--- config.mk ---
export PLATFORM = sky130hd
export DESIGN_NAME = hit_edge_collector_flat
export DESIGN_NICKNAME = d
export VERILOG_FILES = /design/src/rtl/collision_pkg.sv /design/src/rtl/hit_edge_collector_if.sv /design/src/rtl/hit_code_onehot.sv /design/src/rtl/hit_edge_collector.sv /design/src/flat_wrapper.sv
export SDC_FILE = /design/constraint.sdc
export NUM_CORES = 1
export LEC_CHECK = 0
export CAP_MARGIN = 10
export CORE_ASPECT_RATIO = 1.1
export CORE_MARGIN = 1
export CORE_UTILIZATION = 45
export DETAILED_ROUTE_END_ITERATION = 8
export GPL_ROUTABILITY_DRIVEN = 0
export PLACE_DENSITY = 0.91
export SYNTH_ARGS = -nofsm -noshare
export SYNTH_HDL_FRONTEND = slang
export SYNTH_SLANG_ARGS = --single-unit
--- constraint.sdc ---
create_clock -name clk -period 2.8 [get_ports clk]
set_input_delay 0.56 -clock clk [delete_from_list [all_inputs] [get_ports clk]]
set_output_delay 0.56 -clock clk [all_outputs]
set_load 0.02 [all_outputs]
--- src/rtl/collision_pkg.sv ---
// collision_pkg: edge-code constants and types shared by the bitmap renderers
// and the hit edge collector.
//   NUM_EDGE_CODES : number of distinct hit edge codes (one mask bit each)
//   CODE_W         : width of the HitEdgeCode bus
package collision_pkg;

    localparam int unsigned NUM_EDGE_CODES = 5;
    localparam int unsigned CODE_W         = 3;

    typedef enum logic [CODE_W-1:0] {
        EDGE_BOTTOM = CODE_W'(0),
        EDGE_LEFT   = CODE_W'(1),
        EDGE_RIGHT  = CODE_W'(2),
        EDGE_TOP    = CODE_W'(3),
        EDGE_CORNER = CODE_W'(4)
    } edge_code_t;

    typedef logic [NUM_EDGE_CODES-1:0] edge_mask_t;

    typedef enum logic {
        ST_EMPTY   = 1'b0,
        ST_PENDING = 1'b1
    } collector_state_t;

endpackage

--- src/rtl/hit_edge_collector_if.sv ---
// hit_edge_collector_if: collision event valid/ack handshake.
//   collision_valid   : event pending (producer -> consumer)
//   collision_mask    : one-hot OR of edges hit in the reported frame(s)
//   collision_overrun : a newer frame event was merged into an unacked one
//   collision_ack     : consumer takes the pending event (valid && ack = transfer)
// Modports: master = event producer (collector), slave = consumer (game control).
interface hit_edge_collector_if;
    import collision_pkg::*;

    logic       collision_valid;
    edge_mask_t collision_mask;
    logic       collision_overrun;
    logic       collision_ack;

    modport master (
        output collision_valid,
        output collision_mask,
        output collision_overrun,
        input  collision_ack
    );

    modport slave (
        input  collision_valid,
        input  collision_mask,
        input  collision_overrun,
        output collision_ack
    );

endinterface

--- src/rtl/hit_code_onehot.sv ---
// hit_code_onehot: combinational HitEdgeCode -> one-hot edge mask decoder.
//   code   : in  CODE_W          edge code
//   onehot : out NUM_EDGE_CODES  one-hot mask; all zero for out-of-range codes
module hit_code_onehot
    import collision_pkg::*;
(
    input  logic [CODE_W-1:0] code,
    output edge_mask_t        onehot
);

    // Codes at or above NUM_EDGE_CODES match no bit and decode to zero.
    always_comb begin
        onehot = '0;
        for (int unsigned i = 0; i < NUM_EDGE_CODES; i++) begin
            onehot[i] = (code == CODE_W'(i));
        end
    end

endmodule

--- src/rtl/hit_edge_collector.sv ---
// hit_edge_collector: accumulates edges where the object overlaps a second drawn
// object during one video frame and publishes one collision event per frame at
// startOfFrame over a valid/ack handshake.
// Ports:
//   clk, reset            : clock; asynchronous active-high reset
//   startOfFrame          : one-cycle pulse at first pixel of a frame
//   drawingRequest_obj    : object draws this pixel
//   HitEdgeCode           : edge code of that pixel
//   drawingRequest_other  : second object draws this pixel
//   evt (master)          : collision_valid/mask/overrun out, collision_ack in
//   pixel_hit             : both requests were high on the previous cycle
//   collision_count       : saturating count of frame events
// Optional feature: define HIT_COUNT_EN to build the frame-event counter;
// otherwise collision_count is tied to zero.
module hit_edge_collector
    import collision_pkg::*;
#(
    parameter int unsigned COUNT_W = 16
) (
    input  logic               clk,
    input  logic               reset,
    input  logic               startOfFrame,
    input  logic               drawingRequest_obj,
    input  logic [CODE_W-1:0]  HitEdgeCode,
    input  logic               drawingRequest_other,
    hit_edge_collector_if.master evt,
    output logic               pixel_hit,
    output logic [COUNT_W-1:0] collision_count
);

    logic             hit_c;
    logic             frame_event_c;
    edge_mask_t       code_mask_c;
    logic             accum_hit;
    edge_mask_t       accum_mask;
    collector_state_t state_q;
    logic             valid_q;
    edge_mask_t       mask_q;
    logic             overrun_q;

    assign hit_c         = drawingRequest_obj && drawingRequest_other;
    assign frame_event_c = startOfFrame && accum_hit;

    hit_code_onehot u_onehot (
        .code   (HitEdgeCode),
        .onehot (code_mask_c)
    );

    // Frame accumulator; a hit on the startOfFrame cycle seeds the new frame.
    always_ff @(posedge clk or posedge reset) begin
        if (reset) begin
            pixel_hit  <= 1'b0;
            accum_hit  <= 1'b0;
            accum_mask <= '0;
        end else begin
            pixel_hit <= hit_c;
            if (startOfFrame) begin
                accum_hit  <= hit_c;
                accum_mask <= hit_c ? code_mask_c : '0;
            end else if (hit_c) begin
                accum_hit  <= 1'b1;
                accum_mask <= accum_mask | code_mask_c;
            end
        end
    end

    // Event FSM: EMPTY waits for a frame event, PENDING holds it until ack.
    always_ff @(posedge clk or posedge reset) begin
        if (reset) begin
            state_q   <= ST_EMPTY;
            valid_q   <= 1'b0;
            mask_q    <= '0;
            overrun_q <= 1'b0;
        end else begin
            case (state_q)
                ST_EMPTY: begin
                    if (frame_event_c) begin
                        valid_q <= 1'b1;
                        mask_q  <= accum_mask;
                        state_q <= ST_PENDING;
                    end
                end
                ST_PENDING: begin
                    if (frame_event_c && evt.collision_ack) begin
                        // Old event transfers; the new one replaces it cleanly.
                        mask_q    <= accum_mask;
                        overrun_q <= 1'b0;
                    end else if (frame_event_c) begin
                        mask_q    <= mask_q | accum_mask;
                        overrun_q <= 1'b1;
                    end else if (evt.collision_ack) begin
                        valid_q   <= 1'b0;
                        mask_q    <= '0;
                        overrun_q <= 1'b0;
                        state_q   <= ST_EMPTY;
                    end
                end
                default: begin
                    state_q   <= ST_EMPTY;
                    valid_q   <= 1'b0;
                    mask_q    <= '0;
                    overrun_q <= 1'b0;
                end
            endcase
        end
    end

    assign evt.collision_valid   = valid_q;
    assign evt.collision_mask    = mask_q;
    assign evt.collision_overrun = overrun_q;

`ifdef HIT_COUNT_EN
    logic [COUNT_W-1:0] count_q;

    // Counts every frame event, merged or not; sticks at all-ones.
    always_ff @(posedge clk or posedge reset) begin
        if (reset) begin
            count_q <= '0;
        end else if (frame_event_c && (count_q != '1)) begin
            count_q <= count_q + COUNT_W'(1);
        end
    end

    assign collision_count = count_q;
`else
    assign collision_count = '0;
`endif

endmodule

--- src/flat_wrapper.sv ---
// flat-port wrapper written by rule: the top's interface ports become plain ports
module hit_edge_collector_flat import collision_pkg::*;
#(
    parameter int unsigned COUNT_W = 16
)
  (clk, reset, startOfFrame, drawingRequest_obj, HitEdgeCode, drawingRequest_other, pixel_hit, collision_count, evt_collision_valid, evt_collision_mask, evt_collision_overrun, evt_collision_ack);
  hit_edge_collector_if evt_i ();
  input  logic clk;
  input  logic reset;
  input  logic startOfFrame;
  input  logic drawingRequest_obj;
  input  logic [CODE_W-1:0] HitEdgeCode;
  input  logic drawingRequest_other;
  output logic pixel_hit;
  output logic [COUNT_W-1:0] collision_count;
  output wire logic [$bits(evt_i.collision_valid)-1:0] evt_collision_valid;
  output wire logic [$bits(evt_i.collision_mask)-1:0] evt_collision_mask;
  output wire logic [$bits(evt_i.collision_overrun)-1:0] evt_collision_overrun;
  input wire logic [$bits(evt_i.collision_ack)-1:0] evt_collision_ack;
  assign evt_collision_valid = evt_i.collision_valid;
  assign evt_collision_mask = evt_i.collision_mask;
  assign evt_collision_overrun = evt_i.collision_overrun;
  assign evt_i.collision_ack = evt_collision_ack;
  hit_edge_collector #(.COUNT_W(COUNT_W)) u_core (.clk(clk), .reset(reset), .startOfFrame(startOfFrame), .drawingRequest_obj(drawingRequest_obj), .HitEdgeCode(HitEdgeCode), .drawingRequest_other(drawingRequest_other), .evt(evt_i), .pixel_hit(pixel_hit), .collision_count(collision_count));
endmodule
==> results.sh, run 1 <==
export IMPL_status="complete, no violations"
export IMPL_ys_warn_count=0
export IMPL_die_x_um=42.7
export IMPL_stdcell_count=109
export IMPL_crit_type="flop to output port"
export IMPL_min_period_ns=1.84
export IMPL_clock_skew_ns=0.00213
export IMPL_yosysMostFrequentCell="buf_4"
export IMPL_seq_area_frac_synth=0.459
export IMPL_fmax_mhz=544
export IMPL_yosysTopAreaCell="dfrtp_1"
export IMPL_worst_slack_ns=0.962
export IMPL_setup_viol=0
export IMPL_critical_path_max_fanout=3
export IMPL_multi_input_area_um2=310
export IMPL_final_cell_area_um2=927
export IMPL_first_global_vias=494
export IMPL_dr_first_iter_drc_count=17
export IMPL_gr_total_overflow=0
export IMPL_cts_buffers=3
export IMPL_critPathCaptureType="output port"
export IMPL_hpwl_um=1020
export IMPL_grt_max_degree=16
export IMPL_synthFlopType="dfrtp_1"
export IMPL_place_inst=105
export IMPL_synthArstFlopShare=1.00
export IMPL_synth_common_cells="17 x buf_4, 15 x dfrtp_1, 9 x inv_1"
export IMPL_required_ns=2.24
export IMPL_slowest_delay_ns=0.61
export IMPL_post_dp_cell_area_um2=901
export IMPL_cts_max_level=1
export IMPL_netlist_instances=77
export IMPL_ios=33
export IMPL_nNetsFinal=102
export IMPL_vias=565
export IMPL_postRouteAntennaNets=0
export IMPL_drtPass1Iterations=5
export IMPL_wl_um=1340
export IMPL_finalCoreUtilization=0.568
export IMPL_power_share_clock=0.253
export IMPL_p_seq_frac=0.523
export IMPL_synth_edff_count=0
export IMPL_start_util=0.501
export IMPL_p_comb_frac=0.224
export IMPL_fillers=142
export IMPL_grt_pass1_wl_um=2180
export IMPL_cts_root_buf="clkbuf_4"
export IMPL_yosysTopAreaCellShare=0.459
export IMPL_core_mm2=0.00163
export IMPL_io_buffers=16
export IMPL_cp_cell_sequence="clkdlybuf4s50_1"
export IMPL_worst_slew_pin_slew_ns=0.580
export IMPL_crit_buf_inv=1
export IMPL_wl_per_cell_um=12.2
export IMPL_drv_cap=0
export IMPL_clk_pin_slew_worst_paths_ns=0.09
export IMPL_switching_share=0.306
export IMPL_irDropWorstVdd_uv=286
export IMPL_netlist_area_um2=818
export IMPL_p_int_w=0.000336
export IMPL_slew_headroom=0.613
export IMPL_ys_types=23
export IMPL_cp_slowest_cell="clkdlybuf4s50_1"
export IMPL_cts_resized=0
export IMPL_grt_setup_unrepaired="no"
export IMPL_cts_tree="yes"
export IMPL_cp_arrival_ns=1.28
export IMPL_antenna_found_initial=0
export IMPL_p_leak_nw=0.424
export IMPL_power_density_mw_per_mm2=522
export IMPL_preCtsSetupSlack_ns=1.06
export IMPL_die_area_mm2=0.00199
export IMPL_cts_setup_buffers=0
export IMPL_ff_latch_area_um2=375
export IMPL_path_delay_family="buffers and inverters"
export IMPL_switchingPower_w=0.000148
export IMPL_die_height_um=46.7
export IMPL_cts_max_path_buffers=2
export IMPL_post_drt_via_cell_ratio=5.18
export IMPL_row_count=15
export IMPL_timing_final_crit_share=0.656
export IMPL_drc_errors=0
export IMPL_cp_start_kind="flop"
export IMPL_drive_gt1_frac=0.0870
export IMPL_grt_usage=0.154
export IMPL_ys_ff_latch=15
export IMPL_cts_sinks=15
export IMPL_antenna_cells=0
export IMPL_finalSetupTns_ns=0
export IMPL_syn_to_final_growth_pct=13.3
export IMPL_clock_latency_ns=0.28
export IMPL_synth_area_leaders="dfrtp_1 46%, buf_4 16%, nand3b_1 4.6%, inv_1 4.1%, o311ai_2 4.0%"
export IMPL_avgSynthCellArea_um2=10.6
export IMPL_cts_hold_buf=0
export IMPL_hold_violations=0
export IMPL_drv_slew=0
export IMPL_hold_class="flop to flop"
-- cell families (layout without fill, tap and decap cells) --
group / after synthesis / after routing / share of synthesized area
buffers and inverters: 29 / 29 / 0.231
and+or+nand+nor: 17 / 17 / 0.132
AOI/OAI and AO/OA: 15 / 15 / 0.174
DFF: 15 / 15 / 0.459
other: 1 / 16 / 0.00458
-- sequential cells by signal, summed over array words and instances (netlist names) --
signal / cells
u_core.state_q: 1
u_core.pixel_hit: 1
u_core.evt.collision_overrun: 1
u_core.accum_mask: 5
u_core.evt.collision_valid: 1
u_core.evt.collision_mask: 5
u_core.accum_hit: 1
-- power groups by stage --
| stage | registers (W) | clock network, W | logic (W) |
|---|---|---|---|
| global route | 0.000255 | 0.000136 | 0.000118 |
| floorplan | 0.000263 | 0 | 0.0000790 |
| detailed placement | 0.000257 | 0 | 0.000109 |
| finish | 0.000253 | 0.000123 | 0.000109 |
| CTS | 0.000253 | 0.000125 | 0.000109 |
| global placement | 0.000255 | 0 | 0.000106 |
-- area by class of cell --
cell class / instances / share of cell area
sequential: 15 / 0.405
inverter: 9 / 0.0364
timing repair buffer: 16 / 0.173
tap: 17 / 0.0229
multi-input combinational: 48 / 0.335
clock buffer: 4 / 0.0283
-- per-layer routing --
layer / GRT usage / routed length, µm / up-vias
li1: - / - / 265
met1: 0.194 / 595 / 273
met4: 0.0750 / 4 / 0
met2: 0.264 / 677 / 25
met3: 0.0235 / 58 / 2
met5: 0 / 0 / -
-- worst paths after layout --
| check | start | to | slack (ns) | cells past startpoint |
|---|---|---|---|---|
| worst max-delay path | u_core.evt.collision_mask[0] | evt_collision_mask[0] | 0.96 | 1 |
| worst min-delay path | u_core.accum_mask[1] | u_core.accum_mask[1] | 0.51 | 1 |
| worst max register to register | u_core.state_q | u_core.evt.collision_valid | 1.62 | 2 |
| worst min register to register | u_core.accum_mask[1] | u_core.accum_mask[1] | 0.51 | 1 |
| max in group asynchronous | reset | u_core.evt.collision_mask[3] | 1.79 | 2 |
| min in group asynchronous | reset | u_core.accum_hit | 0.63 | 2 |
-- worst register-to-register path: cells and delay by family (launching register included) --
kind / cells / cell delay, ns
AOI/OAI and AO/OA: 1 / 0.17
and+or+nand+nor: 1 / 0.26
DFF: 1 / 0.64
-- layout by cell type (no fill, tap or decap), drive strengths merged --
cell type and n:
clkbuf 4, dfrtp 15, o311ai 5, o2bb2ai 2, nor2 2, conb 16, nand4b 1, a21o 2
a21oi 1, inv 9, a31oi 1, nand2 1, a32o 3, o22a 1, and2 2, clkdlybuf4s50 16
and3b 1, nand3b 5, nand3 5
-- stage by stage --
| step | hold slack, ns | total power, W |
|---|---|---|
| after floorplan | 0.455 | 0.000343 |
| after global placement | 0.475 | 0.000361 |
| after detailed placement | 0.483 | 0.000366 |
| after CTS | 0.507 | 0.000487 |
| after global routing | 0.538 | 0.000509 |
| final | 0.512 | 0.000484 |
Power figures use the tool's default switching activity.
==> run 2: changes to the inputs <==
--- a/config.mk
+++ b/config.mk
@@ -8,10 +8,10 @@
 export CAP_MARGIN = 10
 export CORE_ASPECT_RATIO = 1.1
 export CORE_MARGIN = 1
-export CORE_UTILIZATION = 45
+export CORE_UTILIZATION = 38
 export DETAILED_ROUTE_END_ITERATION = 8
 export GPL_ROUTABILITY_DRIVEN = 0
-export PLACE_DENSITY = 0.91
+export PLACE_DENSITY = 0.83
 export SYNTH_ARGS = -nofsm -noshare
 export SYNTH_HDL_FRONTEND = slang
 export SYNTH_SLANG_ARGS = --single-unit
==> constraint.sdc (replaced) <==
create_clock -name clk -period 1.53 [get_ports clk]
set_input_delay 0.306 -clock clk [delete_from_list [all_inputs] [get_ports clk]]
set_output_delay 0.306 -clock clk [all_outputs]
set_load 0.02 [all_outputs]
==> run 2 against run 1 <==
Core utilization is 9.8 points lower. Sequential share of layout area is 0.96 points lower. Register-to-register slack worse by 1.2 ns. Largest cell class unchanged. Routed wire length is 0.37% lower. Clock skew is 0.0013 ns lower.
==> results.sh, run 2 (synthesis results as in run 1) <==
export IMPL_reg2reg_from="u_core.state_q"
export IMPL_place_inst=118
export IMPL_cts_sinks=15
export IMPL_die_x_um=46.2
export IMPL_cp_cell_sequence="dlygate4sd2_1"
export IMPL_dr_first_iter_drc_count=10
export IMPL_grt_pass1_wl_um=2300
export IMPL_ios=33
export IMPL_row_count=17
export IMPL_first_global_vias=512
export IMPL_reg2reg_depth=2
export IMPL_cp_start_kind="flop"
export IMPL_wl_um=1330
export IMPL_crit_type="flop to output port"
export IMPL_r2r_end="u_core.evt.collision_mask[2]"
export IMPL_drv_cap=0
export IMPL_p_leak_nw=0.476
export IMPL_nNetsFinal=104
export IMPL_final_common_cell="conb_1"
export IMPL_drtPass1Iterations=3
export IMPL_hold_ws_ns=0.253
export IMPL_layout_common_cells="16 x conb_1, 15 x dfrtp_1, 9 x inv_1, 8 x clkdlybuf4s50_1, 7 x dlygate4sd2_1"
export IMPL_antenna_found_initial=0
export IMPL_core_mm2=0.00202
export IMPL_status="complete, no violations"
export IMPL_drc_errors=0
export IMPL_cts_max_level=1
export IMPL_antenna_cells=0
export IMPL_finalSetupTns_ns=0
export IMPL_critPathCaptureType="output port"
export IMPL_power_density_mw_per_mm2=925
export IMPL_stdcell_count=122
export IMPL_irDropWorstVdd_uv=478
export IMPL_cts_tree="yes"
export IMPL_die_height_um=50.7
export IMPL_cp_slowest_cell="dfrtp_1"
export IMPL_hold_class="input port to async pin"
export IMPL_vias=571
export IMPL_cts_root_buf="clkbuf_4"
export IMPL_clock_latency_ns=0.28
export IMPL_die_area_mm2=0.00234
export IMPL_postRouteAntennaNets=0
export IMPL_grt_setup_unrepaired="no"
export IMPL_crit_buf_inv=1
export IMPL_min_period_ns=1.33
export IMPL_timing_final_crit_share=0.866
export IMPL_path_delay_family="flip-flops"
export IMPL_drive_gt1_frac=0.106
export IMPL_gr_total_overflow=0
export IMPL_worst_slack_ns=0.205
export IMPL_preCtsSetupSlack_ns=0.0855
export IMPL_fmax_mhz=755
export IMPL_drv_slew=0
export IMPL_grt_max_degree=11
export IMPL_slowest_delay_ns=0.41
export IMPL_cts_max_path_buffers=2
export IMPL_io_buffers=16
export IMPL_grt_usage=0.139
export IMPL_hold_violations=0
export IMPL_syn_to_final_growth_pct=16.1
export IMPL_post_drt_via_cell_ratio=4.68
export IMPL_fillers=199
export IMPL_hpwl_um=1070
export IMPL_critical_path_max_fanout=3
export IMPL_required_ns=1.22
export IMPL_cts_buffers=3
export IMPL_r2r_setup_slack_ns=0.47
export IMPL_clk_pin_slew_worst_paths_ns=0.09
export IMPL_clock_skew_ns=0.000865
export IMPL_cp_arrival_ns=1.02
export IMPL_start_util=0.405
export IMPL_wl_per_cell_um=10.9
export IMPL_setup_viol=0
## run 2: changes by cell type in the layout (fill, tap and decap cells not counted), sizes merged
cell / before / now
clkdlybuf4s50: 16 / 8
buf: 0 / 2
dlygate4sd2: 0 / 7
dlymetal6s2s: 0 / 1
## run 2: worst max-delay path by stage
stage,startpoint,endpoint,slack [ns],cells past startpoint
final,u_core.evt.collision_mask[0],evt_collision_mask[0],0.20,1
after global routing,u_core.evt.collision_mask[1],evt_collision_mask[1],0.17,1
after CTS,u_core.pixel_hit,pixel_hit,0.003,1
after detailed placement,startOfFrame,u_core.evt.collision_mask[2],0.09,3
after global placement,startOfFrame,u_core.evt.collision_valid,0.12,3
after floorplan,u_core.accum_hit,u_core.evt.collision_valid,0.57,3
## run 2: timing repair
| item | 4_1_cts | 5_1_grt |
|---|---|---|
| setup endpoints to repair | 7 | 1 |
| gates resized for setup | 7 | 1 |
| hold buffers | 0 | 0 |
| setup buffers | 0 | 0 |
## run 2: area by class of cell
type / instances / area (µm²) / area share
inverters: 9 / 33.8 / 0.0356
flip-flops and latches: 15 / 375 / 0.395
well taps: 28 / 35.0 / 0.0369
multi-input cells: 48 / 310 / 0.327
clock buffers: 4 / 26.3 / 0.0277
repair buffers: 18 / 169 / 0.178
## run 2: metrics by stage
step	power [W]	cell area, µm²	util
after global routing	0.000929	950	0.470
after CTS	0.000885	947	0.469
after detailed placement	0.000675	930	0.460
after global placement	0.000669	930	0.460
final	0.000878	950	0.470
after floorplan	0.000627	875	-
## run 2: layer usage
layer,vias up,wire length (µm),track usage
met4,0,31,0.0735
met3,4,54,0.0216
met5,-,0,0
met2,28,653,0.214
li1,270,-,-
met1,269,591,0.182
## run 2: power by group
group | internal [W] | switching (W) | leakage, nW
combinational | 0.0000761 | 0.000117 | 0.261
sequential | 0.000428 | 0.0000289 | 0.200
clock | 0.000101 | 0.000126 | 0.0150
total | 0.000605 | 0.000273 | 0.476
